$ cat src/rtl/line_matrix_pkg.sv
// Shared constants for the accessory GPO line matrix and its sequencer.
package line_matrix_pkg;

    localparam int unsigned LM_NUM_OUT = 10;
    localparam int unsigned LM_SEL_W   = 4;

    localparam int unsigned ST_W = 3;

    localparam logic [ST_W-1:0] ST_IDLE  = 3'd0;
    localparam logic [ST_W-1:0] ST_RST   = 3'd1;
    localparam logic [ST_W-1:0] ST_SETUP = 3'd2;
    localparam logic [ST_W-1:0] ST_HIGH  = 3'd3;
    localparam logic [ST_W-1:0] ST_HOLD  = 3'd4;

    function automatic int unsigned max2(input int unsigned a, input int unsigned b);
        return (a > b) ? a : b;
    endfunction

endpackage

$ cat src/rtl/line_matrix_sequencer_if.sv
// Command/status bundle between the register bank and the line matrix sequencer.
interface line_matrix_sequencer_if
    import line_matrix_pkg::*;
#(
    parameter int unsigned SEL_W = LM_SEL_W
) ();

    logic             cmd_valid;
    logic             cmd_ready;
    logic [SEL_W-1:0] cmd_in_sel;
    logic [SEL_W-1:0] cmd_out_sel;
    logic             clr_req;
    logic             replay_req;
    logic             busy;
    logic             done;
    logic             err;

    modport master (
        output cmd_valid, cmd_in_sel, cmd_out_sel, clr_req, replay_req,
        input  cmd_ready, busy, done, err
    );

    modport slave (
        input  cmd_valid, cmd_in_sel, cmd_out_sel, clr_req, replay_req,
        output cmd_ready, busy, done, err
    );

endinterface

$ cat src/rtl/line_matrix_sequencer.sv
// Generates timed mx_clk/mx_rstn strobes and select buses for the GPO line matrix,
// keeping a shadow of the programmed routing that can be replayed after a matrix reset.
module line_matrix_sequencer
    import line_matrix_pkg::*;
#(
    parameter int unsigned NUM_OUT   = LM_NUM_OUT,
    parameter int unsigned SEL_W     = LM_SEL_W,
    parameter int unsigned SETUP_CYC = 2,
    parameter int unsigned HIGH_CYC  = 2,
    parameter int unsigned HOLD_CYC  = 1,
    parameter int unsigned RST_CYC   = 4
) (
    input  logic                   clk,
    input  logic                   rstn,
    line_matrix_sequencer_if.slave bus,
    input  logic [SEL_W-1:0]       shadow_addr,
    output logic [SEL_W-1:0]       shadow_data,
    output logic                   mx_clk,
    output logic                   mx_rstn,
    output logic [SEL_W-1:0]       mx_input_select,
    output logic [SEL_W-1:0]       mx_output_select
);

    localparam int unsigned MAX_CYC = max2(max2(SETUP_CYC, HIGH_CYC), max2(HOLD_CYC, RST_CYC));
    localparam int unsigned CNT_W   = $clog2(MAX_CYC + 1);

    logic [ST_W-1:0]  state, next_state;
    logic [CNT_W-1:0] cnt, cnt_nxt;
    logic [SEL_W-1:0] idx, idx_nxt;
    logic [SEL_W-1:0] in_nxt, out_nxt;
    logic [SEL_W-1:0] rep_sel, rep_data;
    logic             replay, replay_nxt;
    logic             err_nxt, done_nxt;
    logic             take, shadow_we, shadow_clr, cmd_oor;
    logic [SEL_W-1:0] shadow [NUM_OUT];

    assign cmd_oor = 32'(bus.cmd_out_sel) >= NUM_OUT;

    // Replay always presents the entry that the next SETUP will drive.
    assign rep_sel = (state == ST_HOLD) ? idx + SEL_W'(1) : '0;

    always_comb begin
        shadow_data = '0;
        rep_data    = '0;
        for (int i = 0; i < int'(NUM_OUT); i++) begin
            if (shadow_addr == SEL_W'(i)) shadow_data = shadow[i];
            if (rep_sel == SEL_W'(i))     rep_data    = shadow[i];
        end
    end

    always_ff @(posedge clk or negedge rstn) begin
        if (!rstn) state <= ST_IDLE;
        else       state <= next_state;
    end

    // Next state, counter reload and select updates; counter reloads on every state entry.
    always_comb begin
        next_state = state;
        cnt_nxt    = (cnt != '0) ? cnt - CNT_W'(1) : cnt;
        idx_nxt    = idx;
        replay_nxt = replay;
        in_nxt     = mx_input_select;
        out_nxt    = mx_output_select;
        err_nxt    = bus.err;
        done_nxt   = 1'b0;
        take       = 1'b0;
        shadow_we  = 1'b0;
        shadow_clr = 1'b0;

        case (state)
            ST_IDLE: begin
                if (bus.clr_req) begin
                    take       = 1'b1;
                    next_state = ST_RST;
                    cnt_nxt    = CNT_W'(RST_CYC - 1);
                end else if (bus.replay_req) begin
                    take       = 1'b1;
                    next_state = ST_SETUP;
                    cnt_nxt    = CNT_W'(SETUP_CYC - 1);
                    replay_nxt = 1'b1;
                    idx_nxt    = '0;
                    out_nxt    = '0;
                    in_nxt     = rep_data;
                end else if (bus.cmd_valid && bus.cmd_ready) begin
                    take = 1'b1;
                    if (cmd_oor) begin
                        err_nxt  = 1'b1;
                        done_nxt = 1'b1;
                    end else begin
                        next_state = ST_SETUP;
                        cnt_nxt    = CNT_W'(SETUP_CYC - 1);
                        replay_nxt = 1'b0;
                        in_nxt     = bus.cmd_in_sel;
                        out_nxt    = bus.cmd_out_sel;
                    end
                end
            end
            ST_RST: begin
                if (cnt == '0) begin
                    next_state = ST_IDLE;
                    shadow_clr = 1'b1;
                    err_nxt    = 1'b0;
                    done_nxt   = 1'b1;
                end
            end
            ST_SETUP: begin
                if (cnt == '0) begin
                    next_state = ST_HIGH;
                    cnt_nxt    = CNT_W'(HIGH_CYC - 1);
                end
            end
            ST_HIGH: begin
                if (cnt == '0) begin
                    next_state = ST_HOLD;
                    cnt_nxt    = CNT_W'(HOLD_CYC - 1);
                end
            end
            ST_HOLD: begin
                if (cnt == '0) begin
                    if (!replay) begin
                        shadow_we  = 1'b1;
                        done_nxt   = 1'b1;
                        next_state = ST_IDLE;
                    end else if (idx == SEL_W'(NUM_OUT - 1)) begin
                        replay_nxt = 1'b0;
                        done_nxt   = 1'b1;
                        next_state = ST_IDLE;
                    end else begin
                        idx_nxt    = rep_sel;
                        out_nxt    = rep_sel;
                        in_nxt     = rep_data;
                        next_state = ST_SETUP;
                        cnt_nxt    = CNT_W'(SETUP_CYC - 1);
                    end
                end
            end
            default: next_state = ST_IDLE;
        endcase
    end

    // Registered outputs are derived from next_state so they align with the state they describe.
    always_ff @(posedge clk or negedge rstn) begin
        if (!rstn) begin
            cnt              <= '0;
            idx              <= '0;
            replay           <= 1'b0;
            mx_clk           <= 1'b0;
            mx_rstn          <= 1'b0;
            mx_input_select  <= '0;
            mx_output_select <= '0;
            bus.busy         <= 1'b0;
            bus.done         <= 1'b0;
            bus.err          <= 1'b0;
            bus.cmd_ready    <= 1'b0;
            for (int i = 0; i < int'(NUM_OUT); i++) shadow[i] <= '0;
        end else begin
            cnt              <= cnt_nxt;
            idx              <= idx_nxt;
            replay           <= replay_nxt;
            mx_clk           <= (next_state == ST_HIGH);
            mx_rstn          <= (next_state != ST_RST);
            mx_input_select  <= in_nxt;
            mx_output_select <= out_nxt;
            bus.busy         <= (next_state != ST_IDLE);
            bus.done         <= done_nxt;
            bus.err          <= err_nxt;
            bus.cmd_ready    <= (state == ST_IDLE) && (next_state == ST_IDLE) && !take;
            if (shadow_clr) begin
                for (int i = 0; i < int'(NUM_OUT); i++) shadow[i] <= '0;
            end else if (shadow_we) begin
                for (int i = 0; i < int'(NUM_OUT); i++) begin
                    if (mx_output_select == SEL_W'(i)) shadow[i] <= mx_input_select;
                end
            end
        end
    end

endmodule

$ cat src/flat_wrapper.sv
// flat-port wrapper written by rule: the top's interface ports become plain ports
module line_matrix_sequencer_flat import line_matrix_pkg::*;
#(
    parameter int unsigned NUM_OUT   = LM_NUM_OUT,
    parameter int unsigned SEL_W     = LM_SEL_W,
    parameter int unsigned SETUP_CYC = 2,
    parameter int unsigned HIGH_CYC  = 2,
    parameter int unsigned HOLD_CYC  = 1,
    parameter int unsigned RST_CYC   = 4
)
  (clk, rstn, shadow_addr, shadow_data, mx_clk, mx_rstn, mx_input_select, mx_output_select, bus_cmd_valid, bus_cmd_in_sel, bus_cmd_out_sel, bus_clr_req, bus_replay_req, bus_cmd_ready, bus_busy, bus_done, bus_err);
  line_matrix_sequencer_if #(.SEL_W(SEL_W)) bus_i ();
  input  logic clk;
  input  logic rstn;
  input  logic [SEL_W-1:0] shadow_addr;
  output logic [SEL_W-1:0] shadow_data;
  output logic mx_clk;
  output logic mx_rstn;
  output logic [SEL_W-1:0] mx_input_select;
  output logic [SEL_W-1:0] mx_output_select;
  input wire logic [$bits(bus_i.cmd_valid)-1:0] bus_cmd_valid;
  input wire logic [$bits(bus_i.cmd_in_sel)-1:0] bus_cmd_in_sel;
  input wire logic [$bits(bus_i.cmd_out_sel)-1:0] bus_cmd_out_sel;
  input wire logic [$bits(bus_i.clr_req)-1:0] bus_clr_req;
  input wire logic [$bits(bus_i.replay_req)-1:0] bus_replay_req;
  output wire logic [$bits(bus_i.cmd_ready)-1:0] bus_cmd_ready;
  output wire logic [$bits(bus_i.busy)-1:0] bus_busy;
  output wire logic [$bits(bus_i.done)-1:0] bus_done;
  output wire logic [$bits(bus_i.err)-1:0] bus_err;
  assign bus_i.cmd_valid = bus_cmd_valid;
  assign bus_i.cmd_in_sel = bus_cmd_in_sel;
  assign bus_i.cmd_out_sel = bus_cmd_out_sel;
  assign bus_i.clr_req = bus_clr_req;
  assign bus_i.replay_req = bus_replay_req;
  assign bus_cmd_ready = bus_i.cmd_ready;
  assign bus_busy = bus_i.busy;
  assign bus_done = bus_i.done;
  assign bus_err = bus_i.err;
  line_matrix_sequencer #(.NUM_OUT(NUM_OUT), .SEL_W(SEL_W), .SETUP_CYC(SETUP_CYC), .HIGH_CYC(HIGH_CYC), .HOLD_CYC(HOLD_CYC), .RST_CYC(RST_CYC)) u_core (.clk(clk), .rstn(rstn), .bus(bus_i), .shadow_addr(shadow_addr), .shadow_data(shadow_data), .mx_clk(mx_clk), .mx_rstn(mx_rstn), .mx_input_select(mx_input_select), .mx_output_select(mx_output_select));
endmodule
$ cat config.mk
export PLATFORM = sky130hd
export DESIGN_NAME = line_matrix_sequencer_flat
export DESIGN_NICKNAME = d
export VERILOG_FILES = /design/src/rtl/line_matrix_pkg.sv /design/src/rtl/line_matrix_sequencer_if.sv /design/src/rtl/line_matrix_sequencer.sv /design/src/flat_wrapper.sv
export SDC_FILE = /design/constraint.sdc
export NUM_CORES = 1
export LEC_CHECK = 0
export ABC_AREA = 1
export CELL_PAD_IN_SITES_DETAIL_PLACEMENT = 1
export CELL_PAD_IN_SITES_GLOBAL_PLACEMENT = 1
export CORE_MARGIN = 2
export CORE_UTILIZATION = 25
export CTS_CLUSTER_DIAMETER = 200
export DETAILED_ROUTE_END_ITERATION = 8
export GPL_ROUTABILITY_DRIVEN = 0
export MAX_ROUTING_LAYER = met4
export PLACE_DENSITY_LB_ADDON = 0.1
export SYNTH_ARGS = -nofsm -noshare
export SYNTH_HDL_FRONTEND = slang
export SYNTH_SLANG_ARGS = --single-unit
$ cat constraint.sdc
create_clock -name clk -period 2.9 [get_ports clk]
set_clock_uncertainty 0.15 [all_clocks]
set_input_delay 0.435 -clock clk [delete_from_list [all_inputs] [get_ports clk]]
set_output_delay 0.435 -clock clk [all_outputs]
set_load 0.05 [all_outputs]
; Word-level counts from Yosys, hierarchy flattened
; Cells that the tools add are included.
[classes]
n_eq_ne = 45
mux = 105
n_addsub = 2
n_reduce_logical = 39
order_cmp = 1
[op_table]
columns = cell, n
row1 = $mux 4, 47
row2 = $mux 40, 2
row3 = $mux 3, 19
row4 = $eq 4x3->1 const B, 12
row5 = $eq 4x4->1 const B, 7
row6 = $mux 1, 28
row7 = $reduce_bool 2->1, 13
row8 = $eq 4x2->1 const B, 6
row9 = $pmux 4 s2, 3
row10 = $reduce_and 2->1, 10
row11 = $pmux 3 s5, 1
row12 = $eq 4x1->1 const B, 3
row13 = $logic_not 4->1, 3
row14 = $pmux 3 s4, 1
row15 = $reduce_and 6->1, 2
row16 = $ne 2x2->1 const B, 5
row17 = $eq 3x2->1 const B, 3
row18 = $logic_not 3->1, 3
row19 = $ne 2x1->1 const B, 4
row20 = $reduce_and 7->1, 1
row21 = $reduce_bool 3->1, 2
row22 = $reduce_and 5->1, 1
row23 = $add 4x1->4 const B, 1
row24 = $ge 4x4->1 const B, 1
row25 = other kinds (11), 14
[totals]
register_bits = 65
output_inout_bits = 18
word_cells = 214
in_bits = 17

; Depth between registers and ports, before layout
; Gate-level depths: netlist of the first run.
[depth]
depth_word = 17
depth_mapped = 14
ltp_nobuf = 14

; Worst setup path before layout of the first run
; OpenSTA, ideal clock, no wires.
[synth_path]
kind = input -> output
start = in shadow_addr[3]
end = out shadow_data[0]
stages = 5
t_required_ns = 2.315
path_slack_ns = 0.717
arrival_time_ns = 1.598
path_buffers = 0
cell_sequence = nor2_1 nand3_1 o2111ai_1 a21oi_1 nand4_1
[synth_between]
elab_chain_cells = 11
[synth_lines]
columns = element, line
row1 = from (decl), flat_wrapper.sv:15  ; input logic [SEL_W-1:0] shadow_addr;
row2 = $logic_not 4->1, line_matrix_sequencer.sv:46  ; if (shadow_addr == SEL_W'(i)) shadow_data = shadow[i];
row3 = $mux 4 (9 in a row), line_matrix_sequencer.sv:46
row4 = $mux 4 (*), line_matrix_sequencer.sv:46
row5 = to (decl), flat_wrapper.sv:16  ; output logic [SEL_W-1:0] shadow_data;
; Every way passes the cells marked *; elsewhere a longest branch is shown, timed or not.

; Worst setup path after layout of the first run
; Ends and elaborated chain as after synthesis.

==> load_flow_metrics.sql, run 1 <==
INSERT INTO impl_metrics (metric_group, metric, value, unit) VALUES
('run_status', 'status', 'finished, final reports clean', ''),
('clock_tree', 'cts.clk_slew.worst_paths', '0.06', 'ns'),
('timing', 'timing_worst_slew_pin_value', '0.669', 'ns'),
('worst_hold_path', 'hold_start', 'u_core.bus.cmd_ready$_DFF_PN0_', ''),
('timing', 'final_period_demand_of_the_worst_path', '2.69', 'ns'),
('yosys', 'synth-edff-count', '0', ''),
('detailed_routing', 'route.final.wire_length', '13000', 'um'),
('placement', 'place_inst', '722', ''),
('worst_hold_path', 'holdPathEnd', 'u_core.bus.cmd_ready$_DFF_PN0_', ''),
('floorplanning', 'placement_rows', '44', ''),
('yosys', 'ys.flop_type', 'sky130_fd_sc_hd__dfrtp_1', ''),
('run', 'cap_violations', '0', ''),
('power', 'ir_worst_vdd', '0.468', 'mV'),
('critical_path', 'crit_arrival', '2.10', 'ns'),
('timing', 'final-hold-violation-count', '0', ''),
('yosys', 'synth.avg_cell_area', '7.39', 'um2'),
('worst_hold_path', 'worstHoldPathCells', '1', ''),
('clock_tree', 'tritoncts', 'built', ''),
('power', 'power_per_cell_area', '1050', 'mW/mm2'),
('yosys', 'post_synthesis_sequential_area_ratio', '44.4', '%'),
('power', 'leakagePower', '2.17', 'nW'),
('finish', 'final-instance-count-excl-fill', '739', ''),
('critical_path', 'regToRegStartpoint', 'u_core.idx[1]$_DFFE_PN0P_', ''),
('clock_tree', 'cts-root-buf', 'sky130_fd_sc_hd__clkbuf_16', ''),
('critical_path', 'path_max_fanout', '4', ''),
('global_routing', 'global_route.usage.total', '18.4', '%'),
('critical_path', 'critical_path_class', 'in2out', ''),
('timing', 'max_clk_rate', '0.372', 'GHz'),
('yosys', 'yosysWarningCount', '0', ''),
('finish', 'num_antenna_cells', '0', ''),
('finish', 'drive_above_1_share', '9.19', '%'),
('critical_path', 'r2r_setup_slack', '0.41', 'ns'),
('critical_path', 'critical_path.slowest_cell', 'sky130_fd_sc_hd__clkdlybuf4s50_1', ''),
('global_routing', 'grt_overflow', '0', ''),
('critical_path', 'worst_ep_required_time', '2.32', 'ns'),
('critical_path', 'cp_cell_sequence', 'clkdlybuf4s50_1, inv_1, nor4_1, buf_4, nand2_1, nand4_1, buf_12', ''),
('yosys', 'netlist_area', '0.00366', 'mm2'),
('floorplanning', 'ios', '35', ''),
('critical_path', 'critical_path.reg2reg.endpoint', 'u_core.mx_input_select[1]$_DFFE_PN0P_', ''),
('worst_hold_path', 'holdCritPathClass', 'reg2reg', ''),
('yosys', 'synthesis.nets', '518', ''),
('clock_tree', 'cts.htree.levels', '3', ''),
('global_routing', 'grt_max_degree', '42', ''),
('clock_tree', 'cts.sink_count', '65', ''),
('placement', 'io_buffer_count', '34', ''),
('clock_tree', 'tritoncts.num_buffers', '9', ''),
('critical_path', 'reg2regPathDepth', '12', ''),
('detailed_routing', 'ant_nets', '0', ''),
('global_routing', 'first_pass_grt_wire_length', '21500', 'um'),
('critical_path', 'cp_top_family', 'buffers and inverters', ''),
('placement', 'dpl.hpwl', '10000', 'um'),
('clock_tree', 'cts_max_path_buffers', '2', ''),
('critical_path', 'critical_path_cell_count', '7', ''),
('timing', 'layout_setup_ws', '0.210', 'ns'),
('global_routing', 'first_global_vias', '3855', ''),
('yosys', 'synthCells', '495', ''),
('timing', 'rsz0062_at_grt', 'no', ''),
('timing', 'max-slew-margin-rel', '55.4', '%'),
('timing', 'finalCritPeriodShare', '92.7', '%'),
('critical_path', 'timing.critical_path.slowest_cell_delay', '0.57', 'ns'),
('yosys', 'synth_cell_types', '32', ''),
('yosys', 'number_of_synthesized_register_bits', '65', ''),
('clock_tree', 'clkLatencyLatePin', '0.34', 'ns'),
('yosys', 'async_s_r_ff_share_synth', '100', '%'),
('finish', 'fillcell_total', '1763', ''),
('floorplanning', 'die_w', '125', 'um'),
('finish', 'area_growth', '28.7', '%'),
('detailed_routing', 'dr.pass1.iters', '4', ''),
('finish', 'nets', '573', ''),
('critical_path', 'timing.critical_path.from_type', 'input port', ''),
('global_routing', 'antenna_found_initial', '0', '');
[where the power goes]
part,switching (mW),leakage (nW),internal [mW]
clock,0.445,0.145,0.756
combinational,1.38,1.18,0.673
sequential,0.399,0.841,1.31
[sequential cells by signal (all words and copies together), names as in the netlist]
signal                   flops
u_core.mx_input_select       4
u_core.cnt                   3
u_core.idx                   4
u_core.mx_rstn               1
u_core.state                 3
u_core.bus.cmd_ready         1
u_core.replay                1
u_core.bus.busy              1
u_core.bus.err               1
u_core.bus.done              1
u_core.shadow               40
u_core.mx_clk                1
u_core.mx_output_select      4
[Yosys cell counts, types with 2 or more instances]
cell type                   count  area, um2
sky130_fd_sc_hd__nor2_1        42        158
sky130_fd_sc_hd__nor3_1         4       20.0
sky130_fd_sc_hd__o211ai_1       3       22.5
sky130_fd_sc_hd__nor2_4         3       33.8
sky130_fd_sc_hd__nand2_2        2       12.5
sky130_fd_sc_hd__a21oi_1       19       95.1
sky130_fd_sc_hd__inv_2          2       7.51
sky130_fd_sc_hd__o2111ai_1      5       43.8
sky130_fd_sc_hd__ha_1           6       75.1
sky130_fd_sc_hd__inv_1         58        218
sky130_fd_sc_hd__nand3_1       29        145
sky130_fd_sc_hd__o21a_1         2       15.0
sky130_fd_sc_hd__o21ai_0       54        270
sky130_fd_sc_hd__a41oi_1        3       26.3
sky130_fd_sc_hd__o221ai_1       2       17.5
sky130_fd_sc_hd__buf_2          3       15.0
sky130_fd_sc_hd__or2_1          2       12.5
sky130_fd_sc_hd__nand2_1      150        563
sky130_fd_sc_hd__nor4_1         3       18.8
sky130_fd_sc_hd__nand3_4        2       35.0
sky130_fd_sc_hd__dfrtp_1       65       1630
sky130_fd_sc_hd__nand4_1       25        156
sky130_fd_sc_hd__clkinv_1       2       7.51
[worst max path at each step]
stage | from | to | slack, ns
after global routing | shadow_addr[3] | shadow_data[0] | 0.05
after floorplan | shadow_addr[3] | shadow_data[0] | 0.72
after detailed placement | shadow_addr[0] | shadow_data[0] | -0.03
after CTS | shadow_addr[0] | shadow_data[0] | 0.04
final | shadow_addr[3] | shadow_data[0] | 0.21
after global placement | shadow_addr[1] | shadow_data[0] | 0.08
[worst register-to-register path, delay by kind of cell, from the launching register on]
kind / cells / cell delay [ns]
AO/OA/AOI/OAI: 2 / 0.61
adder cells (fa/ha/maj): 1 / 0.30
buffers and inverters: 4 / 0.34
flip-flops: 1 / 0.42
AND/OR/NAND/NOR: 5 / 0.56
[stage by stage]
step / utilization, % / cell area, um2 / hold WS [ns] / TNS [ns]
2_1_floorplan: - / 3660 / -0.0106 / 0
3_3_place_gp: 30.2 / 4350 / 0.312 / 0
3_5_place_dp: 30.2 / 4350 / 0.313 / -0.0278
4_1_cts: 32.5 / 4690 / 0.325 / 0
5_1_grt: 32.7 / 4710 / 0.359 / 0
6_report: 32.7 / 4710 / 0.319 / 0
[cells in the final DEF (no fill, tap or decap), types with 6 or more instances in the layout]
cell,synthesis,layout
sky130_fd_sc_hd__clkdlybuf4s50_1,0,27
sky130_fd_sc_hd__nand2_1,150,150
sky130_fd_sc_hd__nor2_1,42,39
sky130_fd_sc_hd__clkbuf_16,0,9
sky130_fd_sc_hd__dfrtp_1,65,65
sky130_fd_sc_hd__buf_4,0,13
sky130_fd_sc_hd__o21ai_0,54,54
sky130_fd_sc_hd__ha_1,6,6
sky130_fd_sc_hd__a21oi_1,19,18
sky130_fd_sc_hd__nand4_1,25,25
sky130_fd_sc_hd__inv_1,58,58
sky130_fd_sc_hd__nand3_1,29,29
[cell families after synthesis]
logic type | share of synthesized area [%]
compound gates | 14.0
fa+ha+maj | 2.05
buf+inv | 7.18
flops | 44.4
simple gates | 32.3
[layer usage]
layer	vias up	routed length, um	global-route usage [%]
met5	-	0	-
met4	0	235	6.86
met3	15	232	2.70
met2	35	6010	28.9
met1	1744	6510	24.2
li1	1770	-	-
[area by class of cell]
class	count	area, um2	share of cell area (%)
Clock inverter	6	91.3	1.94
Timing Repair Buffer	49	508	10.8
Tap cell	184	230	4.89
Multi-Input combinational cell	363	1790	38.1
Clock buffer	10	229	4.86
Sequential cell	65	1630	34.5
Inverter	62	233	4.94
[repair_timing]
action | in CTS | in global routing
setup buffers | 0 | 0
gates cloned | 0 | 0
hold endpoints to repair | 14 | 0
setup endpoints to repair | 2 | 4
gates resized for setup | 3 | 5
hold buffers | 1 | 0
Power figures use the tool's default switching activity.
==> run 2: changes to the inputs <==
--- a/config.mk
+++ b/config.mk
@@ -12,9 +12,9 @@
 export CORE_UTILIZATION = 25
 export CTS_CLUSTER_DIAMETER = 200
 export DETAILED_ROUTE_END_ITERATION = 8
-export GPL_ROUTABILITY_DRIVEN = 0
-export MAX_ROUTING_LAYER = met4
+export GPL_ROUTABILITY_DRIVEN = 1
 export PLACE_DENSITY_LB_ADDON = 0.1
+export SETUP_SLACK_MARGIN = 0.15
 export SYNTH_ARGS = -nofsm -noshare
 export SYNTH_HDL_FRONTEND = slang
 export SYNTH_SLANG_ARGS = --single-unit
==> run 2 against run 1 <==
  * Final area about the same
  * Critical path type unchanged
  * Critical path depth increased by 3
  * Critical endpoint unchanged
  * Sequential power about the same
  * Global-route usage decreased by 0.58 points
  * Combinational power about the same
==> load_flow_metrics.sql, run 2 (same netlist as run 1, synthesis figures left out) <==
INSERT INTO impl_metrics (metric_group, metric, value, unit) VALUES
('global_routing', 'grt_max_degree', '42', ''),
('run', 'cap_violations', '0', ''),
('finish', 'mostFrequentLayoutCell', 'sky130_fd_sc_hd__nand2_1', ''),
('critical_path', 'critical_path_class', 'in2out', ''),
('global_routing', 'top_usage_layer', 'met2', ''),
('power', 'ir_worst_vdd', '0.470', 'mV'),
('floorplanning', 'placement_rows', '44', ''),
('critical_path', 'timing.critical_path.slowest_cell_delay', '0.30', 'ns'),
('run_status', 'status', 'finished, final reports clean', ''),
('worst_hold_path', 'holdCritPathClass', 'reg2reg', ''),
('critical_path', 'worst_ep_required_time', '2.32', 'ns'),
('floorplanning', 'die_w', '125', 'um'),
('power', 'leakagePower', '2.17', 'nW'),
('critical_path', 'reg2regPathDepth', '12', ''),
('finish', 'largest_register_ffs', '40', ''),
('finish', 'drive_above_1_share', '9.37', '%'),
('floorplanning', 'core_area', '0.0144', 'mm2'),
('global_routing', 'global_route.usage.total', '17.8', '%'),
('critical_path', 'cp_cell_sequence', 'dlygate4sd2_1, inv_1, nor2_2, nand3_1, nand2_1, a21oi_1, o2111ai_2, a21oi_2, nand4_1, buf_12', ''),
('detailed_routing', 'dr_iter_0_viols', '145', ''),
('finish', 'final_util', '32.7', '%'),
('detailed_routing', 'vias_per_cell', '4.84', ''),
('critical_path', 'end_kind', 'primary output', ''),
('clock_tree', 'tritoncts', 'built', ''),
('critical_path', 'timing.critical_path.from_type', 'input port', ''),
('placement', 'dpl.hpwl', '10000', 'um'),
('critical_path', 'critical_path.slowest_cell', 'sky130_fd_sc_hd__dlygate4sd2_1', ''),
('clock_tree', 'tritoncts.num_buffers', '9', ''),
('detailed_routing', 'route.final.wire_length', '13000', 'um'),
('detailed_routing', 'remaining_drc_errors', '0', ''),
('critical_path', 'crit_arrival', '1.93', 'ns'),
('critical_path', 'critical_path.reg2reg.endpoint', 'u_core.mx_input_select[0]$_DFFE_PN0P_', ''),
('finish', 'area_growth', '28.8', '%'),
('power', 'totalPowerFinal', '4.97', 'mW'),
('finish', 'num_antenna_cells', '0', ''),
('global_routing', 'antenna_found_initial', '0', ''),
('critical_path', 'regToRegStartpoint', 'u_core.state[1]$_DFF_PN0_', ''),
('clock_tree', 'cts-root-buf', 'sky130_fd_sc_hd__clkbuf_16', ''),
('clock_tree', 'cts.clk_slew.worst_paths', '0.06', 'ns'),
('clock_tree', 'clkLatencyLatePin', '0.34', 'ns'),
('clock_tree', 'cts_max_path_buffers', '2', ''),
('finish', 'registers.top_by_ff_count', 'u_core.shadow', ''),
('detailed_routing', 'ant_nets', '0', ''),
('timing', 'timing_max_transition_violations_final', '0', ''),
('floorplanning', 'die_height', '125', 'um'),
('global_routing', 'grt.met2_usage', '28.6', '%'),
('finish', 'fillcell_total', '1764', ''),
('detailed_routing', 'detail_route.wl_per_cell', '17.6', 'um'),
('clock_tree', 'cts.sink_count', '65', ''),
('timing', 'max-slew-margin-rel', '56.1', '%'),
('timing', 'setup-violations-final', '0', ''),
('critical_path', 'r2r_setup_slack', '0.40', 'ns'),
('power', 'power_per_cell_area', '1050', 'mW/mm2'),
('clock_tree', 'cts.htree.levels', '3', ''),
('placement', 'io_buffer_count', '34', ''),
('global_routing', 'grt_overflow', '0', ''),
('finish', 'nets', '573', ''),
('clock_tree', 'postCtsSetupBuffers', '0', ''),
('placement', 'finalWeightedCongestion', '0.833', ''),
('global_routing', 'global_route.usage.met3', '2.48', '%'),
('floorplanning', 'initial_core_util', '25.4', '%'),
('critical_path', 'path_max_fanout', '6', ''),
('detailed_routing', 'routed-via-count', '3579', ''),
('finish', 'most-common-layout-cells', '150 x sky130_fd_sc_hd__nand2_1, 65 x sky130_fd_sc_hd__dfrtp_1, 58 x sky130_fd_sc_hd__inv_1, 54 x sky130_fd_sc_hd__o21ai_0, 39 x sky130_fd_sc_hd__nor2_1', ''),
('timing', 'final-hold-violation-count', '0', ''),
('detailed_routing', 'dr.pass1.iters', '4', ''),
('timing', 'rsz0062_at_grt', 'no', ''),
('timing', 'finalSetupTns', '0', 'ns'),
('timing', 'max_clk_rate', '0.397', 'GHz'),
('timing', 'worst_hold_slack', '0.319', 'ns'),
('timing', 'timing_worst_slew_pin_value', '0.650', 'ns'),
('worst_hold_path', 'holdPathEnd', 'u_core.bus.cmd_ready$_DFF_PN0_', ''),
('timing', 'final_period_demand_of_the_worst_path', '2.52', 'ns'),
('global_routing', 'grt_util_met1', '24.1', '%'),
('worst_hold_path', 'hold_start', 'u_core.bus.cmd_ready$_DFF_PN0_', ''),
('floorplanning', 'ios', '35', ''),
('global_routing', 'first_global_vias', '3877', ''),
('floorplanning', 'dieArea', '0.0156', 'mm2'),
('timing', 'finalCritPeriodShare', '86.9', '%'),
('worst_hold_path', 'worstHoldPathCells', '1', ''),
('global_routing', 'first_pass_grt_wire_length', '21500', 'um');
[run 2: changes by cell type in the layout (fill, tap and decap cells not counted), sizes merged]
cell and delta:
dlygate4sd2 +2, clkdlybuf4s50 -2
[run 2: power by group]
group / internal, mW / switching (mW)
clock network: 0.756 / 0.446
logic: 0.673 / 1.38
registers: 1.31 / 0.398
[run 2: worst max-delay path by stage]
stage / start / to
floorplan: shadow_addr[3] / shadow_data[0]
global placement: shadow_addr[1] / shadow_data[0]
detailed placement: shadow_addr[0] / shadow_data[0]
CTS: shadow_addr[3] / shadow_data[0]
global route: u_core.idx[1]$_DFFE_PN0P_ / u_core.mx_input_select[1]$_DFFE_PN0P_
finish: shadow_addr[0] / shadow_data[0]
[run 2: metrics by stage]
stage                     cells  instance area, um2  setup WS (ns)
after global placement      722                4350         0.0798
final                       739                4710          0.380
after global routing        739                4710          0.184
after CTS                   739                4700          0.170
after floorplan             495                3660          0.717
after detailed placement    722                4350        -0.0263
[run 2: layer usage]
layer  share of wire [%]  wire (um)
met5                   0          0
met2                  46       5940
met1                  50       6450
met4                 2.3        304
met3                 2.2        282
[run 2: timing repair]
action	4_1_cts	5_1_grt
hold buffers	1	0
pin swaps	1	2
endpoints found under the hold margin	14	0
setup endpoints to repair	4	3
gates resized for setup	7	4
[run 2: worst max-delay path, delay by kind of cell]
family                 cells  cell delay (ns)
AND/OR/NAND/NOR            4             0.39
AO/OA/AOI/OAI              3             0.49
buffers and inverters      3             0.63
[run 2: cell type report]
type / instances / area [um2] / share of cell area, %
Multi-Input combinational cell: 363 / 1800 / 38.2
Sequential cell: 65 / 1630 / 34.5
Timing Repair Buffer: 49 / 505 / 10.7
Inverter: 62 / 233 / 4.94
Tap cell: 184 / 230 / 4.88
Clock buffer: 10 / 229 / 4.86
Clock inverter: 6 / 91.3 / 1.94
==> run 3: changes to the inputs <==
--- a/config.mk
+++ b/config.mk
@@ -13,7 +13,7 @@
 export CTS_CLUSTER_DIAMETER = 200
 export DETAILED_ROUTE_END_ITERATION = 8
 export GPL_ROUTABILITY_DRIVEN = 1
-export PLACE_DENSITY_LB_ADDON = 0.1
+export PLACE_DENSITY_LB_ADDON = 0.3
 export SETUP_SLACK_MARGIN = 0.15
 export SYNTH_ARGS = -nofsm -noshare
 export SYNTH_HDL_FRONTEND = slang
==> run 3 against run 2 <==
  * Worst setup slack improved by 0.017 ns
  * Register-to-register slack about the same
  * Cell count shrank 1.1%
  * Worst hold slack got worse by 0.18 ns
  * Wire length is 6.7% lower
  * Via count is 0.67% lower
  * Clock power up 5%
  * Clock-buffer cell count down 1
  * First-iteration DRC count grew 19%
  * Sequential power barely moved
  * Critical path type is now reg2reg
  * Largest power group unchanged
  * Highest routed layer unchanged
==> load_flow_metrics.sql, run 3 (same netlist as run 1, synthesis figures left out) <==
INSERT INTO impl_metrics (metric_group, metric, value, unit) VALUES
('run_status', 'status', 'finished, final reports clean', ''),
('critical_path', 'r2r_setup_slack', '0.40', 'ns'),
('finish', 'num_antenna_cells', '0', ''),
('floorplanning', 'die_height', '125', 'um'),
('critical_path', 'cp_top_family', 'simple AND/OR/NAND/NOR gates', ''),
('finish', 'nets', '565', ''),
('global_routing', 'antenna_found_initial', '0', ''),
('critical_path', 'worst-path-buf-inv', '1', ''),
('clock_tree', 'cts.clk_slew.worst_paths', '0.06', 'ns'),
('critical_path', 'critical_path.reg2reg.endpoint', 'u_core.mx_input_select[0]$_DFFE_PN0P_', ''),
('global_routing', 'global_route.usage.total', '16.1', '%'),
('critical_path', 'path_max_fanout', '7', ''),
('critical_path', 'crit_path_frequent_cell', 'sky130_fd_sc_hd__nand2_1', ''),
('detailed_routing', 'dr_iter_0_viols', '172', ''),
('clock_tree', 'cts.htree.levels', '3', ''),
('clock_tree', 'cts.sink_count', '65', ''),
('global_routing', 'grt_max_degree', '66', ''),
('critical_path', 'end_kind', 'register', ''),
('clock_tree', 'cts-root-buf', 'sky130_fd_sc_hd__clkbuf_16', ''),
('detailed_routing', 'vias_per_cell', '4.86', ''),
('timing', 'finalCritPeriodShare', '86.3', '%'),
('worst_hold_path', 'holdCritPathClass', 'in2async', ''),
('timing', 'setup-violations-final', '0', ''),
('finish', 'area_occupied_by_multi_input_gates', '0.00182', 'mm2'),
('timing', 'timing_max_transition_violations_final', '0', ''),
('timing', 'final-hold-violation-count', '0', ''),
('placement', 'postPlaceCellArea', '0.00429', 'mm2'),
('global_routing', 'grt_overflow', '0', ''),
('global_routing', 'first_pass_grt_wire_length', '19900', 'um'),
('finish', 'largest_register_ffs', '40', ''),
('timing', 'finalSetupTns', '0', 'ns'),
('clock_tree', 'tritoncts', 'built', ''),
('timing', 'rsz0062_at_grt', 'no', ''),
('critical_path', 'timing.critical_path.from_type', 'register', ''),
('floorplanning', 'die_w', '125', 'um'),
('run', 'cap_violations', '0', ''),
('critical_path', 'timing.critical_path.slowest_cell_delay', '0.44', 'ns'),
('finish', 'area_growth', '28.1', '%'),
('power', 'power_per_cell_area', '1050', 'mW/mm2'),
('clock_tree', 'postCtsSetupBuffers', '0', ''),
('floorplanning', 'ios', '35', ''),
('detailed_routing', 'dr.pass1.iters', '4', ''),
('timing', 'max-slew-margin-rel', '41.4', '%'),
('placement', 'dpl.hpwl', '9210', 'um'),
('clock_tree', 'cts_max_path_buffers', '2', ''),
('floorplanning', 'initial_core_util', '25.4', '%'),
('timing', 'max_clk_rate', '0.400', 'GHz'),
('detailed_routing', 'detail_route.wl_per_cell', '16.6', 'um'),
('floorplanning', 'placement_rows', '44', ''),
('floorplanning', 'core_area', '0.0144', 'mm2'),
('power', 'leakagePower', '2.17', 'nW'),
('placement', 'finalWeightedCongestion', '0.808', ''),
('power', 'ir_worst_vdd', '0.539', 'mV'),
('placement', 'io_buffer_count', '34', ''),
('critical_path', 'cp_cell_sequence', 'ha_1, inv_1, nand3_1, nor2_1, nand3_4, or2_2, nand2_1, nand4_1, nand2_1, nand2_1', ''),
('finish', 'final-instance-count-excl-fill', '731', ''),
('finish', 'final_cell_area', '0.00469', 'mm2'),
('timing', 'worst_hold_slack', '0.142', 'ns'),
('finish', 'most-common-layout-cells', '149 x sky130_fd_sc_hd__nand2_1, 65 x sky130_fd_sc_hd__dfrtp_1, 58 x sky130_fd_sc_hd__inv_1, 54 x sky130_fd_sc_hd__o21ai_0, 39 x sky130_fd_sc_hd__nor2_1', ''),
('critical_path', 'worst_ep_required_time', '2.97', 'ns'),
('timing', 'final_period_demand_of_the_worst_path', '2.50', 'ns'),
('global_routing', 'first_global_vias', '3723', ''),
('clock_tree', 'tritoncts.num_buffers', '9', ''),
('finish', 'drive_above_1_share', '9.32', '%'),
('detailed_routing', 'route.final.wire_length', '12100', 'um'),
('critical_path', 'critical_path.slowest_cell', 'sky130_fd_sc_hd__dfrtp_1', ''),
('finish', 'mostFrequentLayoutCell', 'sky130_fd_sc_hd__nand2_1', ''),
('timing', 'timing_worst_slew_pin_value', '0.879', 'ns'),
('finish', 'final-seq-area', '0.00163', 'mm2'),
('critical_path', 'reg2regPathDepth', '10', ''),
('critical_path', 'regToRegStartpoint', 'u_core.idx[0]$_DFFE_PN0P_', ''),
('critical_path', 'critical_path_class', 'reg2reg', ''),
('floorplanning', 'dieArea', '0.0156', 'mm2'),
('detailed_routing', 'ant_nets', '0', ''),
('clock_tree', 'clkLatencyLatePin', '0.34', 'ns'),
('detailed_routing', 'routed-via-count', '3555', ''),
('finish', 'final_util', '32.5', '%'),
('placement', 'place_inst', '715', ''),
('finish', 'registers.top_by_ff_count', 'u_core.shadow', ''),
('critical_path', 'crit_arrival', '2.58', 'ns'),
('finish', 'fillcell_total', '1785', ''),
('detailed_routing', 'remaining_drc_errors', '0', '');
## run 3: changes by cell type in the layout (fill, tap and decap cells not counted), sizes merged
cell / delta
dlygate4sd3: -1
dlymetal6s2s: +2
bufinv: +1
clkinvlp: -1
clkbuf: -1
clkinv: +2
dlygate4sd2: -2
inv: -1
buf: -7
## run 3: worst max path at each step
stage | from | endpoint | slack, ns | cells past startpoint
final | u_core.idx[0]$_DFFE_PN0P_ | u_core.mx_input_select[0]$_DFFE_PN0P_ | 0.40 | 10
after global placement | shadow_addr[0] | shadow_data[1] | 0.15 | 8
after floorplan | shadow_addr[3] | shadow_data[0] | 0.72 | 5
after global routing | u_core.idx[1]$_DFFE_PN0P_ | u_core.mx_input_select[0]$_DFFE_PN0P_ | 0.22 | 12
after CTS | shadow_addr[0] | shadow_data[2] | 0.13 | 9
after detailed placement | shadow_addr[0] | shadow_data[2] | 0.01 | 8
## run 3: power by group
part           switching, mW  total (mW)  leakage [nW]  internal [mW]
Combinational           1.34        1.97          1.17          0.632
Sequential             0.413        1.72         0.841           1.31
Clock                  0.418        1.26         0.162          0.839
## run 3: through the flow
stage | worst slack [ns] | total power, mW
global placement | 0.146 | 3.63
detailed placement | 0.0126 | 3.70
global route | 0.221 | 5.31
floorplan | 0.717 | 2.86
finish | 0.397 | 4.94
CTS | 0.131 | 4.99
## run 3: worst register-to-register path, delay by kind of cell (launching register included)
| family | cells | cell delay (ns) |
|---|---|---|
| buffers and inverters | 1 | 0.10 |
| AND/OR/NAND/NOR | 8 | 1.35 |
| adder cells (fa/ha/maj) | 1 | 0.35 |
| flip-flops | 1 | 0.44 |
## run 3: final cells by class
| cell class | count | share of cell area, % |
|---|---|---|
| clock inverters | 7 | 2.53 |
| clock buffers | 9 | 4.80 |
| well taps | 184 | 4.91 |
| flip-flops and latches | 65 | 34.7 |
| inverters | 62 | 4.96 |
| multi-input cells | 363 | 38.8 |
| repair buffers | 41 | 9.34 |
## run 3: per-layer routing
| metal | global-route usage (%) | part of all wire (%) | routed length [um] | vias to the layer above |
|---|---|---|---|---|
| li1 | - | - | - | 1744 |
| met1 | 21.7 | 49 | 5890 | 1738 |
| met2 | 26.0 | 47 | 5740 | 58 |
| met3 | 2.65 | 2.3 | 275 | 15 |
| met4 | 6.27 | 1.6 | 198 | 0 |
| met5 | 0 | 0 | 0 | - |
## run 3: what timing repair did
action | in CTS | in global routing
resized for setup | 4 | 12
pin swaps | 0 | 3
setup endpoints to repair | 4 | 4
hold endpoints to repair | 0 | 0
hold buffers | 0 | 0
==> RTL edit 1, RTL diff (flow settings as in run 3) <==
`RST_CYC` is set to 4 in 2 places; all go to 8.
--- a/src/rtl/line_matrix_sequencer.sv
+++ b/src/rtl/line_matrix_sequencer.sv
@@ -8,7 +8,7 @@
     parameter int unsigned SETUP_CYC = 2,
     parameter int unsigned HIGH_CYC  = 2,
     parameter int unsigned HOLD_CYC  = 1,
-    parameter int unsigned RST_CYC   = 4
+    parameter int unsigned RST_CYC   = 8
 ) (
     input  logic                   clk,
     input  logic                   rstn,
--- a/src/flat_wrapper.sv
+++ b/src/flat_wrapper.sv
@@ -6,7 +6,7 @@
     parameter int unsigned SETUP_CYC = 2,
     parameter int unsigned HIGH_CYC  = 2,
     parameter int unsigned HOLD_CYC  = 1,
-    parameter int unsigned RST_CYC   = 4
+    parameter int unsigned RST_CYC   = 8
 )
   (clk, rstn, shadow_addr, shadow_data, mx_clk, mx_rstn, mx_input_select, mx_output_select, bus_cmd_valid, bus_cmd_in_sel, bus_cmd_out_sel, bus_clr_req, bus_replay_req, bus_cmd_ready, bus_busy, bus_done, bus_err);
   line_matrix_sequencer_if #(.SEL_W(SEL_W)) bus_i ();
Behaviour: not the same (a bounded check fails within 10 cycles, from zero or initial values and one cycle with rstn low).
==> RTL edit 1 against run 3 <==
Combinational power up 7%. Worst setup slack worse by 0.0019 ns. Wire length up 1.9%. Synthesized area up 2.7%. Core utilization up 0.32 points. Final area up 2.1%. Power down 1.4%. Sequential cell count up 1. First-iteration DRC count down 1.2%. Critical path type unchanged. Critical endpoint is now u_core.shadow[11]$_DFFE_PN0P_.
==> RTL edit 1: results (changes against run 3) <==
| Metric | Value |
|---|---|
| Mapped Nets | 517 (-0.19%) |
| XOR/XNOR Fraction of Synth Area | 0.00233 (+0.00233) |
| Compound-gate portion of the synthesized area | 0.147 (+0.00693) |
| Total number of vias | 3503 (-1.5%) |
| Final routed wire length divided by cell count | 16.7 um (+0.78%) |
| Number of standard cells in the layout, taps in and fillers out | 739 (+1.1%) |
| Minimum setup slack among reg-to-reg paths | 0.40 ns |
| LEAKAGE | 2.24 nW (+3.1%) |
| Post-synthesis async set-or-reset flop share | 1.00 (unchanged) |
| Hold-critical path depth | 2 |
| Count of buffers inserted at the top-level ports | 34 (unchanged) |
| Number of unique standard cell types used by synthesis | 38 (+19%) |
| Result of the run | complete, no violations |
| Least-Margin Pin Slew | 0.677 ns (-0.203 ns) |
| Standard-cell rows | 44 (unchanged) |
| Critical path fanouts, max | 8 (+1) |
| Fin nets | 572 (+1.2%) |
| Inst Count DP | 722 (+0.98%) |
| Wire length of the first global-routing pass | 20600 um (+3.3%) |
| CTS Buffer Depth | 2 (unchanged) |
| Data arrival at the endpoint of the critical path | 2.55 ns (-0.03 ns) |
| Overall global routing resource usage | 0.163 (+0.00252) |
| HPWL Detailed | 9490 um (+3.0%) |
| Path class of the lowest-slack min-delay path | reg2reg |
| Top cell types by occurrence after synthesis | 141 x sky130_fd_sc_hd__nand2_1, 66 x sky130_fd_sc_hd__dfrtp_1, 53 x sky130_fd_sc_hd__inv_1 |
| End of the critical path | u_core.shadow[11]$_DFFE_PN0P_ |
| R2R cell count | 13 (+3) |
| Final estimated routing congestion in global placement | 0.842 (+4.2%) |
| H-tree Lvls | 3 (unchanged) |
| Largest net degree at the start of global routing | 67 (+1.5%) |
| Peak per-stage delay on the critical path | 0.39 ns (-0.05 ns) |
| Area share of fa/ha/maj cells after synthesis | 0.0166 (-0.00387) |
| Library cell used as clock root buffer | sky130_fd_sc_hd__clkbuf_16 |
| Number of warnings issued by yosys | 0 (unchanged) |
| Antenna violations before repair | 0 (unchanged) |
| Layout cell share with drive strength beyond 1 | 0.130 (+0.0365) |
| Cell types with the largest area share after synthesis | sky130_fd_sc_hd__dfrtp_1 44%, sky130_fd_sc_hd__nand2_1 14%, sky130_fd_sc_hd__inv_1 5.3% |
| Sequential-to-total area share from yosys stat | 0.439 (-0.00518) |
| Number of global-route vias before repair | 3812 (+2.4%) |
| Startpoint of the worst register-to-register path | u_core.cnt[0]$_DFF_PN0_ |
| Max IR drop VDD | 0.411 mV (-24%) |
| Number of cells produced by synthesis | 495 (unchanged) |
| Max-slew violation count | 0 (unchanged) |
| Number of antenna repair diodes | 0 (unchanged) |
| Detailed Route Iter0 Violations | 170 (-1.2%) |
RTL edit 1: critical path: cells and delay by family, from the launching register on:
kind                       cells  cell delay, ns
adders and majority gates      1            0.19
DFF                            1            0.39
buffers and inverters          4            0.53
and+or+nand+nor                6            0.89
AOI/OAI and AO/OA              2            0.21
RTL edit 1: layer usage:
layer,vias up,part of all wire,track usage
met2,39,0.48,0.265
met5,-,0,0
met3,15,0.021,0.0266
met1,1697,0.48,0.222
li1,1752,-,-
met4,0,0.018,0.0543
RTL edit 1: metrics by stage:
| step | instance area, um2 | power, mW | setup WS, ns | utilization | hold slack, ns |
|---|---|---|---|---|---|
| floorplan | 3760 | 2.97 | 0.649 | - | -0.0106 |
| global placement | 4450 | 3.75 | 0.112 | 0.305 | 0.323 |
| detailed placement | 4450 | 3.84 | 0.132 | 0.305 | 0.330 |
| CTS | 4760 | 4.92 | 0.110 | 0.326 | 0.352 |
| global route | 4790 | 5.26 | 0.189 | 0.328 | 0.385 |
| finish | 4790 | 4.88 | 0.395 | 0.328 | 0.346 |
RTL edit 1: cell type report:
type / count / area (um2)
Tap cell: 184 / 230
Clock buffer: 11 / 253
Timing Repair Buffer: 48 / 505
Multi-Input combinational cell: 363 / 1880
Clock inverter: 5 / 37.5
Fill cell: 1749 / 9800
Inverter: 62 / 233
Sequential cell: 66 / 1650
RTL edit 1: power breakdown:
group          internal, mW  switching, mW  leakage [nW]
combinational         0.668           1.43          1.24
clock                 0.628          0.428         0.138
sequential             1.32          0.404         0.856
RTL edit 1: repair_timing:
action                     CTS  global route
setup endpoints to repair    3            48
hold endpoints to repair    33             0
hold buffers                 1             0
pin swaps                    1             3
resized for setup            3             9
==> RTL edit 2, RTL diff (config.mk and constraints of run 3) <==
Without the edit above. Make the reset (`rstn`) synchronous in 2 clocked blocks.
--- a/src/rtl/line_matrix_sequencer.sv
+++ b/src/rtl/line_matrix_sequencer.sv
@@ -48,7 +48,7 @@
         end
     end
 
-    always_ff @(posedge clk or negedge rstn) begin
+    always_ff @(posedge clk) begin
         if (!rstn) state <= ST_IDLE;
         else       state <= next_state;
     end
@@ -139,7 +139,7 @@
     end
 
     // Registered outputs are derived from next_state so they align with the state they describe.
-    always_ff @(posedge clk or negedge rstn) begin
+    always_ff @(posedge clk) begin
         if (!rstn) begin
             cnt              <= '0;
             idx              <= '0;
Behaviour: differs if rstn is asserted again (counterexample within 4 cycles, from zero or initial values and one cycle with rstn low); with rstn held inactive, the same outputs for 4 cycles.
==> RTL edit 2 against run 3 <==
Final cell count is 5.1% lower. Final area decreased by 1.1%. Power decreased by 32%. Wire length fell by 1.4%. Worst setup slack worse by 0.017 ns. Sequential share of layout area is 2.0 points higher. Sequential cell count did not move. Synthesized area is 2.0% lower. Non-clock buffer count increased by 1.
==> RTL edit 2: results (changes against run 3) <==
| Metric | Value |
|---|---|
| Routed wl met3 | 617 um (+120%) |
| Fin nets | 532 (-5.8%) |
| Result of the run | complete, no violations |
| Compound-gate portion of the synthesized area | 0.0963 (-0.0435) |
| Met2 Use GR | 0.271 (+0.0110) |
| Max IR drop VDD | 0.369 mV (-32%) |
| Floorplan Core Area | 13900 um2 (-3.4%) |
| Total number of vias | 3352 (-5.7%) |
| Worst slack on hold paths | 0.331 ns (+0.189 ns) |
| Minimum setup slack among reg-to-reg paths | 0.42 ns (+0.02 ns) |
| Setup slack of the critical path after layout | 0.381 ns (-0.0167 ns) |
| Path class of the lowest-slack min-delay path | reg2reg |
| Detailed Route Iter0 Violations | 163 (-5.2%) |
| Wire length of the first global-routing pass | 18900 um (-5.3%) |
| Data arrival at the endpoint of the critical path | 1.93 ns (-0.65 ns) |
| Tightest slew margin relative to the limit | 0.580 (+0.166) |
| Startpoint of the worst register-to-register path | u_core.idx[0]$_SDFFE_PN0P_ |
| PostCTS Resize Cnt | 8 (+4) |
| Post-Place Worst Slack | -0.0572 ns (-0.0698 ns) |
| Net switching power figure | 1.23 mW (-43%) |
| Met1 track demand over resource | 0.214 (-0.00227) |
| Layout cell share with drive strength beyond 1 | 0.150 (+0.0566) |
| Area after detailed placement | 4230 um2 (-1.5%) |
| Number of global-route vias before repair | 3615 (-2.9%) |
| Number of enable flip-flop cells after synthesis | 40 (+40) |
| Sequential-to-total area share from yosys stat | 0.475 (+0.0301) |
| Sw Ratio | 0.364 (-0.0742) |
| Top cell types by occurrence after synthesis | 98 x sky130_fd_sc_hd__nand2_1, 86 x sky130_fd_sc_hd__nor2_1, 46 x sky130_fd_sc_hd__inv_1 |
| Peak per-stage delay on the critical path | 0.39 ns (-0.05 ns) |
| Critical Path Slowest Stage Cell | sky130_fd_sc_hd__dlygate4sd2_1 |
| Post-synthesis async set-or-reset flop share | 0 (-1.00) |
| Overall global routing resource usage | 0.166 (+0.00516) |
| Crit Reg-Reg Endpoint | u_core.mx_input_select[2]$_SDFFE_PN0P_ |
| Largest net degree at the start of global routing | 19 (-71%) |
## RTL edit 2: cell count changes in the layout (fill, tap and decap cells not counted), moves of 4 or more
cell,delta
sky130_fd_sc_hd__nor2_1,+40
sky130_fd_sc_hd__clkinv_1,+4
sky130_fd_sc_hd__nand2_1,-52
sky130_fd_sc_hd__nor2_2,+7
sky130_fd_sc_hd__a31oi_1,+4
sky130_fd_sc_hd__o21ai_0,-49
sky130_fd_sc_hd__inv_2,+12
sky130_fd_sc_hd__dfrtp_1,-65
sky130_fd_sc_hd__dfxtp_1,+25
sky130_fd_sc_hd__o21ai_1,+8
sky130_fd_sc_hd__inv_1,-13
sky130_fd_sc_hd__edfxtp_1,+40
sky130_fd_sc_hd__a21oi_1,+4
## RTL edit 2: area by class of cell
class	count	area, um2	area share
Timing Repair Buffer	42	450	0.0971
Clock inverter	5	55.1	0.0119
Sequential cell	65	1700	0.367
Inverter	65	244	0.0526
Clock buffer	11	243	0.0523
Multi-Input combinational cell	326	1720	0.371
Tap cell	180	225	0.0485
